$ cat src/rtl/consumer_pkg.sv
// consumer_pkg: shared lane state encoding and default widths for the
// consumer FSM (sink end of the two-pipeline datapath).
package consumer_pkg;

  localparam int DATA_W_DEF       = 32;
  localparam int CNT_W_DEF        = 8;
  localparam int STALL_PERIOD_DEF = 4;

  // Per-lane epoch state: waiting for a first beat, collecting beats, or
  // publishing the report of the epoch that just closed.
  typedef enum logic [1:0] {
    LANE_IDLE   = 2'd0,
    LANE_ACTIVE = 2'd1,
    LANE_REPORT = 2'd2
  } lane_state_e;

endpackage : consumer_pkg

$ cat src/rtl/consumer_lane.sv
// consumer_lane: one sink lane -- epoch FSM, saturating beat counter,
// wrapping checksum accumulator and report registers.
// Optional macro SEQ_CHECK_EN adds the sticky "beat == previous + 1" check;
// without it seq_err is tied low and no last-beat storage exists.
module consumer_lane
  import consumer_pkg::*;
#(
  parameter int DATA_W = DATA_W_DEF,
  parameter int CNT_W  = CNT_W_DEF
) (
  input  logic              clk,
  input  logic              reset,
  input  logic              stall,
  input  logic              valid,
  input  logic [DATA_W-1:0] data,
  input  logic              flush,
  output logic              ready,
  output logic              report_valid,
  output logic [CNT_W-1:0]  count,
  output logic [DATA_W-1:0] sum,
  output logic              seq_err
);

  lane_state_e       state_q, state_d;
  logic [CNT_W-1:0]  cnt_q, cnt_next;
  logic [DATA_W-1:0] acc_q, acc_next;
  logic              beat;

  // Ready is held low during reset, on stall cycles and while reporting.
  assign ready        = reset && !stall && (state_q != LANE_REPORT);
  assign beat         = valid && ready;
  assign report_valid = (state_q == LANE_REPORT);

  // Epoch totals including this cycle's beat (counter saturates).
  always_comb begin
    // NOTE: every always_comb output gets a default first so no path leaves it unassigned (no latch).
    cnt_next = cnt_q;
    acc_next = acc_q;
    if (beat) begin
      if (cnt_q != '1) cnt_next = cnt_q + CNT_W'(1);
      acc_next = acc_q + data;
    end
  end

  // Next-state logic; a flush always wins and closes the epoch.
  always_comb begin
    state_d = state_q;
    unique case (state_q)
      LANE_IDLE, LANE_ACTIVE: begin
        if (flush)     state_d = LANE_REPORT;
        else if (beat) state_d = LANE_ACTIVE;
      end
      LANE_REPORT: state_d = flush ? LANE_REPORT : LANE_IDLE;
      default:     state_d = LANE_IDLE;
    endcase
  end

  // State register.
  always_ff @(posedge clk or negedge reset) begin
    // NOTE: sequential state uses non-blocking (<=) so every flop samples pre-edge values.
    if (!reset) state_q <= LANE_IDLE;
    else        state_q <= state_d;
  end

  // Running totals; a flush publishes them (same-cycle beat included) and restarts the epoch.
  always_ff @(posedge clk or negedge reset) begin
    if (!reset) begin
      cnt_q <= '0;
      acc_q <= '0;
      count <= '0;
      sum   <= '0;
    end else if (flush) begin
      count <= cnt_next;
      sum   <= acc_next;
      cnt_q <= '0;
      acc_q <= '0;
    end else begin
      cnt_q <= cnt_next;
      acc_q <= acc_next;
    end
  end

`ifdef SEQ_CHECK_EN
  logic [DATA_W-1:0] last_q;
  logic              last_vld_q;
  logic              seq_err_q;

  // Sticky sequence check; the first beat of an epoch only seeds last_q.
  always_ff @(posedge clk or negedge reset) begin
    if (!reset) begin
      last_q     <= '0;
      last_vld_q <= 1'b0;
      seq_err_q  <= 1'b0;
    end else begin
      if (beat) begin
        if (last_vld_q && (data != last_q + DATA_W'(1))) seq_err_q <= 1'b1;
        last_q <= data;
      end
      last_vld_q <= flush ? 1'b0 : (last_vld_q || beat);
    end
  end

  assign seq_err = seq_err_q;
`else
  assign seq_err = 1'b0;
`endif

endmodule : consumer_lane

$ cat src/rtl/consumer_fsm.sv
// consumer_fsm: sink of the two-pipeline datapath. Holds the shared stall
// counter (ready drops one cycle in every STALL_PERIOD, 0 = never) and maps
// the two independent consumer_lane instances onto the ports.
// Optional macro SEQ_CHECK_EN enables the per-lane sticky sequence check.
module consumer_fsm
  import consumer_pkg::*;
#(
  parameter int DATA_W       = DATA_W_DEF,
  parameter int CNT_W        = CNT_W_DEF,
  parameter int STALL_PERIOD = STALL_PERIOD_DEF
) (
  input  logic              clk,
  input  logic              reset,
  input  logic [DATA_W-1:0] pipeline1_outputs,
  input  logic [DATA_W-1:0] pipeline2_outputs,
  input  logic [1:0]        out_valid,
  output logic [1:0]        out_ready,
  input  logic              flush_1,
  input  logic              flush_2,
  output logic [1:0]        report_valid,
  output logic [CNT_W-1:0]  lane0_count,
  output logic [CNT_W-1:0]  lane1_count,
  output logic [DATA_W-1:0] lane0_sum,
  output logic [DATA_W-1:0] lane1_sum,
  output logic [1:0]        seq_err
);

  localparam int SC_W = (STALL_PERIOD > 1) ? $clog2(STALL_PERIOD) : 1;
  localparam logic [SC_W-1:0] STALL_LAST = SC_W'((STALL_PERIOD > 0) ? STALL_PERIOD - 1 : 0);

  logic [SC_W-1:0] stall_cnt;
  logic            stall;

  assign stall = (STALL_PERIOD != 0) && (stall_cnt == STALL_LAST);

  // Free-running stall phase counter, parked at 0 when stalling is disabled.
  always_ff @(posedge clk or negedge reset) begin
    if (!reset)                            stall_cnt <= '0;
    else if ((STALL_PERIOD == 0) || stall) stall_cnt <= '0;
    else                                   stall_cnt <= stall_cnt + SC_W'(1);
  end

  consumer_lane #(.DATA_W(DATA_W), .CNT_W(CNT_W)) u_lane0 (
    .clk          (clk),
    .reset        (reset),
    .stall        (stall),
    .valid        (out_valid[0]),
    .data         (pipeline1_outputs),
    .flush        (flush_1),
    .ready        (out_ready[0]),
    .report_valid (report_valid[0]),
    .count        (lane0_count),
    .sum          (lane0_sum),
    .seq_err      (seq_err[0])
  );

  consumer_lane #(.DATA_W(DATA_W), .CNT_W(CNT_W)) u_lane1 (
    .clk          (clk),
    .reset        (reset),
    .stall        (stall),
    .valid        (out_valid[1]),
    .data         (pipeline2_outputs),
    .flush        (flush_2),
    .ready        (out_ready[1]),
    .report_valid (report_valid[1]),
    .count        (lane1_count),
    .sum          (lane1_sum),
    .seq_err      (seq_err[1])
  );

endmodule : consumer_fsm

$ cat config.mk
export PLATFORM = sky130hd
export DESIGN_NAME = consumer_fsm
export DESIGN_NICKNAME = d
export VERILOG_FILES = /design/src/rtl/consumer_pkg.sv /design/src/rtl/consumer_lane.sv /design/src/rtl/consumer_fsm.sv
export SDC_FILE = /design/constraint.sdc
export NUM_CORES = 1
export LEC_CHECK = 0
export CORE_UTILIZATION = 59
export DETAILED_ROUTE_END_ITERATION = 6
export PLACE_DENSITY_LB_ADDON = 0.12
export SETUP_SLACK_MARGIN = 0.2
export SYNTH_ARGS = -nofsm -noshare
export SYNTH_HDL_FRONTEND = slang
export SYNTH_HIERARCHICAL = 1
export SYNTH_SLANG_ARGS = --single-unit
$ cat constraint.sdc
create_clock -name clk -period 5.9 [get_ports clk]
set_clock_uncertainty 0.15 [all_clocks]
set_input_delay 1.18 -clock clk [delete_from_list [all_inputs] [get_ports clk]]
set_output_delay 1.18 -clock clk [all_outputs]
set_load 0.01 [all_outputs]
==> results of run 1 <==
cell usage after synthesis (all sizes together), types with 10 or more instances:
library cell	number
dfrtp	166
nor3	14
nand3	30
a211oi	13
and3	18
nand2	67
a21o	30
o21bai	10
clkbuf	50
ha	65
nand3b	13
inv	22
xor2	21
nor2	178
buf	18
nand4	23
o21ai	45
nor2b	17
xnor2	34
a31oi	17
mux2i	32
a21oi	144
metrics by stage:
step	hold slack, ps	util [%]
after floorplan	253.1	-
after global placement	264.4	70.47
after detailed placement	274.1	70.47
after CTS	281.1	74.06
after global routing	295.6	74.06
final	278.2	74.06
power by group:
part / switching (mW) / internal, mW / total [mW]
clock network: 0.542 / 0.575 / 1.12
registers: 0.0362 / 1.20 / 1.23
logic: 0.301 / 0.257 / 0.558
flip-flops by register name, summed over array words and instances (netlist names):
signal and cells:
u_lane0/cnt_q 8, u_lane0/state_q 2, u_lane1/acc_q 32, u_lane1/state_q 2
u_lane1/sum 32, stall_cnt 2, u_lane0/count 8, u_lane0/acc_q 32
u_lane1/cnt_q 8, u_lane1/count 8, u_lane0/sum 32
cell type report:
type,count,area share (%)
flip-flops and latches,166,33.35
clock buffers,17,3.415
multi-input cells,890,46.24
inverters,22,0.6630
well taps,220,2.210
clock inverters,15,1.436
repair buffers,160,12.69
routing by layer:
metal	GRT usage [%]	part of all wire, %	vias to the layer above
met5	0	0	-
met4	7.260	1.2	0
met3	4.724	4.2	25
met2	47.29	48	220
met1	38.56	46	4202
li1	-	-	4334
worst max-delay path: cells and delay by family:
kind | cells | cell delay, ps
AO/OA/AOI/OAI | 6 | 1860
adder cells (fa/ha/maj) | 2 | 660
buffers and inverters | 1 | 400
AND/OR/NAND/NOR | 2 | 480
cell families after synthesis:
family,Yosys count
fa+ha+maj,67
buf+inv,90
simple gates,413
flops,166
other cells,2
compound gates,313
xor+xnor,55
mux,40
worst paths after layout:
kind                                endpoint  slack, ps  cells past startpoint
setup reg to reg             u_lane0/sum[26]       2260                     10
hold / removal                  stall_cnt[0]        280                      1
min in group asynchronous  u_lane0/acc_q[26]        500                      1
max in group asynchronous   u_lane1/acc_q[9]       3780                      2
hold reg to reg                 stall_cnt[0]        280                      1
setup / recovery             u_lane0/sum[26]       1470                     11
layout by cell type (no fill, tap or decap), drive strengths merged, types with 32 or more instances in the layout:
| master | count |
|---|---|
| a21oi | 144 |
| clkdlybuf4s50 | 150 |
| dfrtp | 166 |
| ha | 65 |
| mux2i | 32 |
| nand2 | 67 |
| nor2 | 178 |
| o21ai | 45 |
| xnor2 | 34 |
==> results.toml, run 1 <==
[logic_synthesis]
synth_seq_cells = 166
synth_ff_type = "dfrtp_1"
synth_xor_xnor_area_share_pct = 4.688
syn_nets = 1283
ys_seq_area_share_pct = 40.43
synth_fa_ha_area_share_pct = 8.305
avgSynthCellArea_um2 = 8.966
async_reset_ff_share_pct = 100.0
synth.area.mux_share_pct = 3.994
synth_cell_types = 74
synth_simple_gate_area_share_pct = 19.53
synth-warning-count = 6
synth_area_um2 = 10270
synth_area_leader_cell = "dfrtp_1"
synthCells = 1146
synth.area.top_cells = "dfrtp_1 (40%), ha_1 (7.9%), a21oi_1 (6.9%)"
synth_edf_count = 0
synth_top_family_by_area = "simple AND/OR/NAND/NOR gates"
synth_compound_area_share_pct = 19.46
synth_top_area_share_pct = 40.43

[setup_path]
cp-start-kind = "input port"
cp.arrival_ps = 4590
worstSetupStartpoint = "pipeline1_outputs[0]"
crit_type = "input port to flop"
r2r_start = "u_lane0/acc_q[0]"
cpPeakStageDelay_ps = 430
crit_required_ps = 6060
worst-path-max-fanout = 6
cp-end-kind = "flop"
path_cells = "clkdlybuf4s50_1 > ha_1 > fa_1 > a21o_1 > a221o_1 > a211oi_4 > a21oi_2 > a221o_2 > a311oi_4 > nor4b_1 > or3_1"
cp_slowest_cell = "a221o_2"

[global_route]
grt_pass1_wl_um = 40820
antenna_found_initial = 0
grt_pass1_vias = 8420
grt_usage_pct = 28.40
grt_max_degree = 81
overflow = 0

[min_path]
hp-start = "stall_cnt[0]"
min-delay-path-class = "flop to flop"

[finish]
area_growth_pct = 21.23
final_cells = 1490
multiInputGateArea_um2 = 5759
drive_gt1_share_pct = 5.906
fin_area_um2 = 12460
seqCellArea_um2 = 4154
fillers = 1313
final_net_count = 1394
insertedDiodeCount = 0

[place]
place_area_um2 = 11850
place_congestion = 0.9293
place_hpwl_um = 17570
place_ws_ps = 1072
place.port_buffers = 153
placedCellCount = 1458

[clock_tree]
clock_sinks = 166
cts_root_buf = "clkbuf_16"
clk_latency_ps = 430
cts_setup_buffers = 0
cts_inserted_buffers = 17
holdBufCountCts = 0
cts_resized = 0
cts_tree = "yes"
cts_htree_levels = 4
cts_max_path_buffers = 2
clk_pin_slew_ps = 70

[timing]
hold_viol = 0
rsz0062_at_grt = "false"
finalSetupViolations = 0
final_max_slew_viol_count = 0
worst_slack_ps = 1469
slew_headroom_pct = 32.55
min_period_ps = 4431
setup_tns_ps = 0
tightest_slew_ps = 1008
post-route-period-util_pct = 75.10
max_freq_mhz = 225.7

[power_and_ir_drop]
p_total_mw = 2.909
leakage_nw = 5.664
vdd_drop_max_uv = 210.6
power.density_nw_per_um2 = 233.5

[drt]
routed_wl_um = 24590
drtIter0Drc = 621
via_count = 8781
first_pass_iters = 5
route.detailed.drc = 0
wl_per_cell_um = 16.50
vias_per_cell = 5.893
antenna_left = 0

[die]
coreArea_um2 = 16820
io_pins = 156
die_h_um = 134.0
initial_core_util_pct = 61.09
std_cell_rows = 47
dieWidth_um = 134.0
die-area_um2 = 17950

[run]
cap_violations = 0

[run_status]
outcome = "complete, no violations"
Power figures use the tool's default switching activity.
==> inputs of run 2 (changes only) <==
--- a/config.mk
+++ b/config.mk
@@ -5,7 +5,7 @@
 export SDC_FILE = /design/constraint.sdc
 export NUM_CORES = 1
 export LEC_CHECK = 0
-export CORE_UTILIZATION = 59
+export CORE_UTILIZATION = 55
 export DETAILED_ROUTE_END_ITERATION = 6
 export PLACE_DENSITY_LB_ADDON = 0.12
 export SETUP_SLACK_MARGIN = 0.2
==> constraint.sdc (replaced) <==
create_clock -name clk -period 4.3 [get_ports clk]
set_clock_uncertainty 0.15 [all_clocks]
set_input_delay 0.86 -clock clk [delete_from_list [all_inputs] [get_ports clk]]
set_output_delay 0.86 -clock clk [all_outputs]
set_load 0.01 [all_outputs]
==> run 2 against run 1 <==
  * The flow now finishes with violations (design-rule violations)
  * First-iteration DRC count down 9.5%
  * Global-route usage shrank 2.2 points
  * Flip-flop and latch count unchanged
  * Critical endpoint is now u_lane0/sum[30]
==> results.toml, run 2 (synthesis results as in run 1) <==
[run_status]
outcome = "finished, violations left"
violations = "design-rule violations"

[finish]
layout_commonest_cell = "nor2_1"
final_cell_mix = "nor2_1 (177), dfrtp_1 (166), clkdlybuf4s50_1 (150), a21oi_1 (142), nand2_1 (66)"
drive_gt1_share_pct = 6.719
fin_area_um2 = 12600
fillers = 1499
post-route-util_pct = 69.46
area_growth_pct = 22.67
final_net_count = 1404
insertedDiodeCount = 0
final_cells = 1509

[timing]
hold_ws_ps = 161.5
hold_viol = 0
finalSetupViolations = 0
tightest_slew_ps = 791.9
max_freq_mhz = 250.1
final_max_slew_viol_count = 0
post-route-period-util_pct = 93.00
rsz0062_at_grt = "false"
slew_headroom_pct = 47.21
min_period_ps = 3999

[drt]
route.detailed.drc = 15
drtIter0Drc = 562
vias_per_cell = 5.809
first_pass_iters = 7
via_count = 8766
routed_wl_um = 24600
antenna_left = 0
wl_per_cell_um = 16.30

[setup_path]
cp_slowest_cell = "a221o_2"
cp-start-kind = "input port"
crit_buf_inv = 2
cpPeakStageDelay_ps = 410
crit_type = "input port to flop"
cp_top_family = "compound AO/OA/AOI/OAI gates"
path_cells = "clkdlybuf4s50_1 > ha_1 > fa_2 > a21o_1 > a221o_1 > a211oi_4 > a21oi_2 > a221o_2 > a311oi_4 > buf_4 > mux2_2 > nand2_1"
crit_required_ps = 4520
worst-path-max-fanout = 5
cp-end-kind = "flop"
cp.arrival_ps = 4220

[clock_tree]
cts_inserted_buffers = 17
clk_pin_slew_ps = 70
cts_tree = "yes"
clk_latency_ps = 430
cts_max_path_buffers = 2
holdBufCountCts = 0
clock_sinks = 166
cts_root_buf = "clkbuf_16"
cts_htree_levels = 4

[global_route]
grt_usage_pct = 26.23
grt_max_degree = 92
overflow = 0
antenna_found_initial = 0
grt_pass1_wl_um = 40980
grt_pass1_vias = 8484

[power_and_ir_drop]
vdd_drop_max_uv = 302.2
swShare_pct = 27.21
seqPwrFrac_pct = 40.4
leakage_nw = 5.742
clock_power_share_pct = 41.2
power.density_nw_per_um2 = 332.3
intPower_mw = 3.049
switchingPower_mw = 1.140
combPwrFrac_pct = 18.4

[place]
place_congestion = 0.9146
place.port_buffers = 153
placedCellCount = 1475
place_hpwl_um = 17430
place_area_um2 = 11920

[min_path]
min-delay-path-class = "input port to async pin"

[die]
coreArea_um2 = 18150
io_pins = 156
die_h_um = 138.7
dieWidth_um = 138.7
die-area_um2 = 19230
initial_core_util_pct = 56.62
std_cell_rows = 49

[run]
cap_violations = 0
==> run 2: timing repair <==
item	in CTS	in global routing
setup endpoints to repair	0	3
resized for setup	0	1
setup buffers	0	2
==> run 2: area by class of cell <==
cell class              instances  area [um2]  share of cell area (%)
repair buffers                170        1655                   13.13
flip-flops and latches        166        4154                   32.96
clock inverters                15       239.0                   1.896
inverters                      22       82.58                  0.6552
well taps                     229       286.5                   2.273
multi-input cells             890        5762                   45.71
clock buffers                  17       425.4                   3.375
==> run 2: path summary, 6_finish.rpt <==
check	startpoint	to	slack [ps]	cells after the start
worst max-delay path	pipeline1_outputs[0]	u_lane0/sum[30]	300	12
worst min-delay path	reset	u_lane0/acc_q[27]	160	1
worst max register to register	u_lane0/acc_q[0]	u_lane0/sum[30]	760	11
worst min register to register	stall_cnt[0]	stall_cnt[0]	270	1
max in group asynchronous	reset	u_lane0/acc_q[12]	2820	2
min in group clk	stall_cnt[0]	stall_cnt[0]	270	1
==> run 2: metrics by stage <==
step	worst slack [ps]	setup TNS, ps	power, mW
final	301.1	0	4.189
after global placement	-152.4	-396.2	2.476
after global routing	211.4	0	4.375
after floorplan	437.9	0	2.156
after CTS	238.3	0	4.232
after detailed placement	-209.1	-568.5	2.485
==> run 2: layer usage <==
| layer | global-route usage, % | wire (um) |
|---|---|---|
| met1 | 37.51 | 11860 |
| met3 | 5.352 | 1435 |
| met4 | 6.959 | 337 |
| met2 | 40.72 | 10960 |
| met5 | 0 | 0 |
==> run 2: power groups by stage <==
stage | sequential (mW) | clock [mW] | combinational (mW)
4_1_cts | 1.69 | 1.77 | 0.772
3_3_place_gp | 1.72 | 0 | 0.756
2_1_floorplan | 1.74 | 0 | 0.412
5_1_grt | 1.70 | 1.82 | 0.849
6_report | 1.69 | 1.72 | 0.772
3_5_place_dp | 1.72 | 0 | 0.765
